File: config.mk
export PLATFORM = sky130hd
export DESIGN_NAME = seg_bcd_arbiter
export DESIGN_NICKNAME = d
export VERILOG_FILES = /design/src/rtl/seg_bcd_arbiter.sv
export SDC_FILE = /design/constraint.sdc
export NUM_CORES = 1
export LEC_CHECK = 0
export ABC_AREA = 1
export BUFFER_PORTS_ARGS = -buffer_cell sky130_fd_sc_hd__buf_2
export CAP_MARGIN = 20
export CORE_ASPECT_RATIO = 1.2
export CORE_MARGIN = 4
export CORE_UTILIZATION = 45
export DETAILED_ROUTE_END_ITERATION = 6
export GPL_TIMING_DRIVEN = 0
export PLACE_DENSITY = 0.72
export SKIP_CTS_REPAIR_TIMING = 1
export SLEW_MARGIN = 20
export SYNTH_ARGS = -nofsm -noshare
export SYNTH_HDL_FRONTEND = slang
export SYNTH_SLANG_ARGS = --single-unit
File: constraint.sdc
create_clock -name clk -period 1.2 [get_ports clk]
set_clock_uncertainty 0.1 [all_clocks]
set_input_delay 0.12 -clock clk [delete_from_list [all_inputs] [get_ports clk]]
set_output_delay 0.12 -clock clk [all_outputs]
set_load 0.05 [all_outputs]
File: src/rtl/seg_bcd_arbiter.sv
// seg_bcd_arbiter
// ---------------------------------------------------------------------------
// Purpose: shares one iterative shift-and-add-3 binary-to-BCD engine between
// two requesters. A round-robin arbiter picks one pending request, the
// operand is converted over W cycles, and the result lands in that
// requester's own held BCD register with a one-cycle completion pulse.
//
// Handshake: req* is a level that the requester holds until it sees ack*.
// ack* is a one-cycle registered pulse on the cycle after the grant edge and
// means bin* has been captured. Later changes to bin* do not affect the
// conversion. done* is a one-cycle registered pulse meaning bcd* has just
// been written. A req* still high after done* counts as a new request.
//
// Ports:
//   clk, rst_n           clock, asynchronous active-low reset
//   req0/bin0            requester 0 request level / operand
//   ack0/done0/bcd0      requester 0 accept pulse / done pulse / held result
//   req1/bin1            requester 1 request level / operand
//   ack1/done1/bcd1      requester 1 accept pulse / done pulse / held result
//   busy                 high whenever the FSM is not in IDLE
//   state_o              current FSM state (0 IDLE, 1 SHIFT, 2 DONE), debug
// ---------------------------------------------------------------------------
module seg_bcd_arbiter #(
  parameter int W    = 16,
  parameter int NDIG = 5
) (
  input  logic              clk,
  input  logic              rst_n,
  input  logic              req0,
  input  logic [W-1:0]      bin0,
  output logic              ack0,
  output logic              done0,
  output logic [4*NDIG-1:0] bcd0,
  input  logic              req1,
  input  logic [W-1:0]      bin1,
  output logic              ack1,
  output logic              done1,
  output logic [4*NDIG-1:0] bcd1,
  output logic              busy,
  output logic [1:0]        state_o
);

  localparam int BW = 4 * NDIG;   // BCD field width
  localparam int ZW = BW + W;     // shift register: {bcd, binary}
  localparam int CW = $clog2(W);  // iteration counter width

  typedef enum logic [1:0] {
    IDLE  = 2'd0,
    SHIFT = 2'd1,
    DONE  = 2'd2
  } state_t;

  state_t          state_q, state_d;
  logic [ZW-1:0]   z_q, z_d;
  logic [CW-1:0]   cnt_q, cnt_d;
  logic            pri_q, pri_d;
  logic            own_q, own_d;
  logic            ack0_q, ack0_d;
  logic            ack1_q, ack1_d;
  logic            done0_q, done0_d;
  logic            done1_q, done1_d;
  logic [BW-1:0]   bcd0_q, bcd0_d;
  logic [BW-1:0]   bcd1_q, bcd1_d;

  // Arbitration: a lone requester wins outright; on a tie pri picks.
  logic            gnt_any;
  logic            gnt_sel;
  // z after the add-3 correction of every BCD nibble, before the shift.
  logic [ZW-1:0]   z_adj;

  always_comb begin
    gnt_any = req0 | req1;
    gnt_sel = (req0 & req1) ? pri_q : req1;

    z_adj = z_q;
    for (int k = 0; k < NDIG; k++) begin
      // A nibble above 4 would reach 10+ after the shift; pre-adding 3
      // makes the shift carry into the next digit. Cannot overflow 4 bits.
      if (z_q[W+4*k +: 4] > 4'd4) begin
        z_adj[W+4*k +: 4] = z_q[W+4*k +: 4] + 4'd3;
      end
    end
  end

  always_comb begin
    state_d = state_q;
    z_d     = z_q;
    cnt_d   = cnt_q;
    pri_d   = pri_q;
    own_d   = own_q;
    ack0_d  = 1'b0;
    ack1_d  = 1'b0;
    done0_d = 1'b0;
    done1_d = 1'b0;
    bcd0_d  = bcd0_q;
    bcd1_d  = bcd1_q;

    case (state_q)
      IDLE: begin
        if (gnt_any) begin
          z_d     = {{BW{1'b0}}, (gnt_sel ? bin1 : bin0)};
          cnt_d   = '0;
          own_d   = gnt_sel;
          pri_d   = ~gnt_sel;
          ack0_d  = ~gnt_sel;
          ack1_d  = gnt_sel;
          state_d = SHIFT;
        end
      end
      SHIFT: begin
        z_d   = {z_adj[ZW-2:0], 1'b0};
        cnt_d = cnt_q + 1'b1;
        if (cnt_q == CW'(W - 1)) begin
          state_d = DONE;
        end
      end
      DONE: begin
        if (own_q) begin
          bcd1_d  = z_q[ZW-1:W];
          done1_d = 1'b1;
        end else begin
          bcd0_d  = z_q[ZW-1:W];
          done0_d = 1'b1;
        end
        state_d = IDLE;
      end
      default: begin
        state_d = IDLE;
      end
    endcase
  end

  always_ff @(posedge clk or negedge rst_n) begin
    if (!rst_n) begin
      state_q <= IDLE;
      z_q     <= '0;
      cnt_q   <= '0;
      pri_q   <= 1'b0;
      own_q   <= 1'b0;
      ack0_q  <= 1'b0;
      ack1_q  <= 1'b0;
      done0_q <= 1'b0;
      done1_q <= 1'b0;
      bcd0_q  <= '0;
      bcd1_q  <= '0;
    end else begin
      state_q <= state_d;
      z_q     <= z_d;
      cnt_q   <= cnt_d;
      pri_q   <= pri_d;
      own_q   <= own_d;
      ack0_q  <= ack0_d;
      ack1_q  <= ack1_d;
      done0_q <= done0_d;
      done1_q <= done1_d;
      bcd0_q  <= bcd0_d;
      bcd1_q  <= bcd1_d;
    end
  end

  assign ack0    = ack0_q;
  assign ack1    = ack1_q;
  assign done0   = done0_q;
  assign done1   = done1_q;
  assign bcd0    = bcd0_q;
  assign bcd1    = bcd1_q;
  assign busy    = (state_q != IDLE);
  assign state_o = state_q;

endmodule
; After elaboration in Yosys (flattened, before gate mapping)
; Cells that the tools add are included.
[word_totals]
ff_bits = 88
output_inout_bits = 47
[op_classes]
addsub = 6
magnitude_cmp = 5
n_eq_ne = 5
mux = 22
bitwise_logic = 4
reduce_logical = 8
[ops]
columns = cell, n
row1 = one-hot mux 36 bit (2 select lines), 1
row2 = 2-to-1 mux 36 bit, 1
row3 = greater-than comparator 4 x 3 -> 1 bit (second input constant), 5
row4 = 2-to-1 mux 4 bit, 5
row5 = adder 4 x 2 -> 4 bit (second input constant), 4
row6 = 2-to-1 mux 16 bit, 1
row7 = AND reduction 2 bit, 5
row8 = 2-to-1 mux 1 bit, 9
row9 = one-hot mux 4 bit (2 select lines), 1
row10 = adder 4 x 1 -> 4 bit (second input constant), 1
row11 = == test 4 bit (second input constant), 1
row12 = 2-to-1 mux 2 bit, 2
row13 = != test 2 bit (second input constant), 2
row14 = one-hot mux 2 bit (2 select lines), 1
row15 = nonzero test 2 bit, 2
row16 = adder 3 x 2 -> 3 bit (second input constant), 1
row17 = 2-to-1 mux 3 bit, 1
row18 = == test 2 x 1 -> 1 bit (second input constant), 1
row19 = == test 2 bit (second input constant), 1
row20 = logical NOT 2 bit, 1
row21 = inverter 1 bit, 2
row22 = bitwise AND 1 bit, 1
row23 = bitwise OR 1 bit, 1

; Longest topological paths before layout
[logic_depth]
word_depth = 5
ltp_mapped = 8
mapped_depth_nobuf = 8

; Least setup slack after synthesis
; OpenSTA, ideal clock, no wires.
[synth_path]
path_kind = reg-to-reg
start = register state_q[1], in the netlist state_o[1]
end = register z_q[11]
setup_ps = 124
arrival_ps = 1650
slack_ps = -675
stages_incl_launch_ff = 8
n_path_buf = 2
synth_period_minus_slack_ps = 1875
cell_sequence = dfrtp_1 > inv_1 > nand2_1 > nor2_4 > buf_6 > buf_6 > nand3_1 > nand3_1
[synth_via]
elab_chain_len = 3
[synth_rtl]
columns = item, line_no
row1 = start: declaration, 53  ; state_t state_q, state_d;
row2 = start signal: assignment, 147  ; state_q <= state_d;
row3 = == test 2 x 1 -> 1 bit / logical NOT 2 bit (equally long branches), 98  ; case (state_q)
row4 = nonzero test 2 bit (no line) / != test 2 bit (equally long branches), -
row5 = AND reduction 2 bit (no line), -
row6 = end signal: assignment, 148  ; z_q <= z_d;
row7 = end: declaration, 54  ; logic [ZW-1:0] z_q, z_d;
; Parallel ways exist; a longest one is shown, timed or not.
; A chain may end at the register's enable or synchronous reset.

; Final worst setup path
[layout_path]
start = register state_q[1], in the netlist state_o[1]
end = output busy
[layout_via]
elab_chain_len = 1
[layout_rtl]
columns = item, line_no
row1 = nonzero test 2 bit, 167  ; assign busy = (state_q != IDLE);
row2 = end: declaration, 39  ; output logic busy,
; No other way between the ends.

==> flow_metrics.py <==
metrics = {
    "place": {
        "place.gp.congestion": 0.8033,
        "io_buffers": 81,
        "dpl-instance-area_um2": 4786,
        "hpwl_um": 6676,
    },
    "global_routing": {
        "grt_overflow": 0,
        "grt_use_total_pct": 18.18,
        "grt_pass1_wl_um": 15550,
        "grt_pass1_vias": 3380,
        "grt_max_degree": 55,
        "antenna_found_initial": 0,
    },
    "floorplan": {
        "io_pins": 83,
        "initial_utilization_pct": 46.92,
        "die_area_um2": 10720,
        "num_rows": 37,
        "die_h_um": 112.6,
        "die_x_um": 95.19,
        "coreArea_um2": 8750,
    },
    "clock_tree": {
        "clk_latency_ns": 0.36,
        "clk_pin_slew_ns": 0.09,
        "root_buffer": "clkbuf_8",
        "cts_sinks": 88,
        "numCtsBuffers": 9,
        "h-tree-depth": 3,
        "cts_buffer_depth": 2,
        "cts_tree": "yes",
    },
    "sta": {
        "min_period_ns": 1.400,
        "max_clock_freq_mhz": 714.1,
        "finalSetupViolations": 87,
        "rsz0062_at_grt": "true",
        "hold_slack_ns": -0.03140,
        "fin_ws_ns": -0.2004,
        "fin_crit_sh_pct": 116.7,
        "tightest_slew_ns": 0.4655,
        "final-hold-violation-count": 14,
        "max_slew_margin_pct": 68.97,
        "finalMaxSlewViolations": 0,
    },
    "yosys": {
        "synthXorXnorAreaFrac_pct": 0.2133,
        "yosysWarnings": 0,
        "async_flop_share_pct": 100.0,
        "synth.avg_cell_area_um2": 8.430,
        "synthCells": 487,
        "yosysMostFrequentCell": "nand2_1",
        "synthFlopType": "dfrtp_1",
        "synth_compound_area_share_pct": 9.265,
        "synth-simple-area-share_pct": 25.91,
        "yosys.area.top_type": "dfrtp_1",
        "mappedNetlistArea_um2": 4105,
        "yosys.area.top_type_share_pct": 53.64,
        "synth.distinct_cells": 25,
        "synthAdderAreaFrac_pct": 1.829,
        "synth_edf_count": 0,
        "synthTopCellsByCount": "nand2_1 (128), nand3_1 (93), dfrtp_1 (88)",
        "syn-num-nets": 529,
        "muxShareOfSynthArea_pct": 0,
        "yosysSeqAreaShare_pct": 53.64,
        "yosys-top-cells-area": "dfrtp_1 (54%), nand2_1 (12%), nand3_1 (11%), o21ai_0 (6.2%), inv_1 (5.8%)",
        "synth_top_family_by_area": "simple AND/OR/NAND/NOR gates",
        "ys_seq_elements": 88,
    },
    "layout": {
        "diodes": 0,
        "multiInputGateArea_um2": 1638,
        "fillCellCount": 750,
        "postLayoutCellArea_um2": 5450,
        "fin_util_pct": 62.29,
        "seq_area_um2": 2205,
        "drive_gt1_share_pct": 31.80,
        "nets": 648,
        "area_growth_pct": 32.76,
    },
    "drt": {
        "wl_per_cell_um": 13.47,
        "first_iter_violations": 130,
        "routed_wl_um": 9793,
        "drcViolationCount": 0,
        "viasPerCell": 5.067,
        "firstDrtPassIters": 4,
        "ant_nets": 0,
        "vias": 3684,
    },
    "outcome": {
        "violations": "negative hold slack, negative setup slack",
        "status": "finished with violations",
    },
    "setup_path": {
        "cp-start-kind": "flop",
        "path_cells": "inv_4 > nand2_8 > buf_8",
        "cp-end-kind": "output pin",
        "crit_family": "flip-flops",
        "critPathKind": "reg2out",
        "slowest_delay_ns": 0.50,
        "r2r_slack_ns": -0.17,
        "required_ns": 0.98,
        "cp.arrival_ns": 1.18,
        "crit_slowest_cell": "dfrtp_2",
        "cp_num_buf_inv": 2,
        "crit_fanout": 6,
    },
    "pwr": {
        "power_frac_comb_pct": 54.8,
        "p_sw_share_pct": 46.24,
        "power_switching_w": 0.006859,
        "peakVddDrop_mv": 1.149,
        "power_density_nw_per_um2": 2722,
        "cellLeakagePower_nw": 2.872,
        "p_seq_share_pct": 33.1,
        "intPower_w": 0.007975,
        "p_clk_share_pct": 12.1,
        "power.total_w": 0.01483,
    },
    "worst_hold_path": {
        "min_path_type": "in2reg",
    },
    "flow_run": {
        "maxCapViolCount": 0,
    },
}
==> cell usage in the layout, fill, tap and decap left out, types with 2 or more instances in the layout <==
cell / count
nand2_8: 2
clkbuf_8: 14
nor2_4: 3
nand2_1: 121
clkinv_2: 3
buf_8: 2
clkbuf_1: 2
inv_2: 13
o21ai_0: 37
clkbuf_4: 13
nand3_2: 6
nand2_2: 6
o21ai_1: 15
dfrtp_1: 86
nand3_1: 88
dfrtp_2: 2
buf_4: 51
ha_2: 3
ha_1: 2
inv_4: 2
inv_1: 49
dlygate4sd3_1: 3
nand2_4: 2
nor2_1: 7
buf_2: 37
buf_6: 13
nand4_1: 3
buf_12: 3
o21ai_2: 10
nor2_2: 2
==> power by group through the flow <==
stage | combinational, W | clock (W) | sequential [W]
2_1_floorplan | 0.00368 | 0 | 0.00642
3_3_place_gp | 0.00662 | 0 | 0.00481
3_5_place_dp | 0.00686 | 0 | 0.00487
4_1_cts | 0.00688 | 0.00182 | 0.00482
5_1_grt | 0.00889 | 0.00195 | 0.00503
6_report | 0.00812 | 0.00180 | 0.00491
==> cell families after synthesis <==
family / after synthesis
flops: 88
fa+ha+maj: 6
compound gates: 65
xor+xnor: 1
buf+inv: 86
simple gates: 241
==> sequential cells by signal, indices dropped and copies added, names as in the netlist <==
name / flops
pri_q: 1
ack1: 1
own_q: 1
cnt_q: 4
ack0: 1
bcd1: 20
done1: 1
z_q: 36
bcd0: 20
done0: 1
state_o: 2
==> routing by layer <==
metal	wire, um	GRT usage, %
met2	4842	30.08
met5	0	0
met4	232	7.700
met3	527	2.480
met1	4191	23.63
==> worst min-delay path, cell delays in order <==
cell	delay, ns
buf_2	0.07
inv_1	0.03
nand2_1	0.05
nand3_1	0.06
nand3_1	0.07
==> area by class of cell <==
type | count | share of cell area [%]
buffer | 21 | 3.903
clock buffer | 11 | 2.594
clock inverter | 4 | 0.4132
inverter | 65 | 4.660
multi-input combinational | 313 | 30.05
sequential | 88 | 40.45
tap | 117 | 2.686
timing repair buffer | 108 | 15.24
==> final timing paths <==
kind	from	end	cells after the start
max	state_o[1]	busy	3
min	bin0[7]	z_q[7]	5
max reg2reg	state_o[1]	z_q[12]	5
min reg2reg	bcd1[10]	bcd1[10]	2
max in group asynchronous	rst_n	state_o[1]	3
min in group asynchronous	rst_n	bcd1[2]	2
==> through the flow <==
stage          hold WS (ns)  std cells  setup slack (ns)  setup TNS (ns)
5_1_grt            0.002518        727           -0.2613          -14.83
3_5_place_dp        0.01008        686           -0.2992          -15.03
6_report           -0.03140        727           -0.2004          -9.858
4_1_cts             -0.3781        701           -0.3157          -17.23
3_3_place_gp         0.3362        685           -0.9871          -85.46
2_1_floorplan       -0.2756        487           -0.2561          -13.55
No activity file was read; power rests on OpenSTA's default activity.
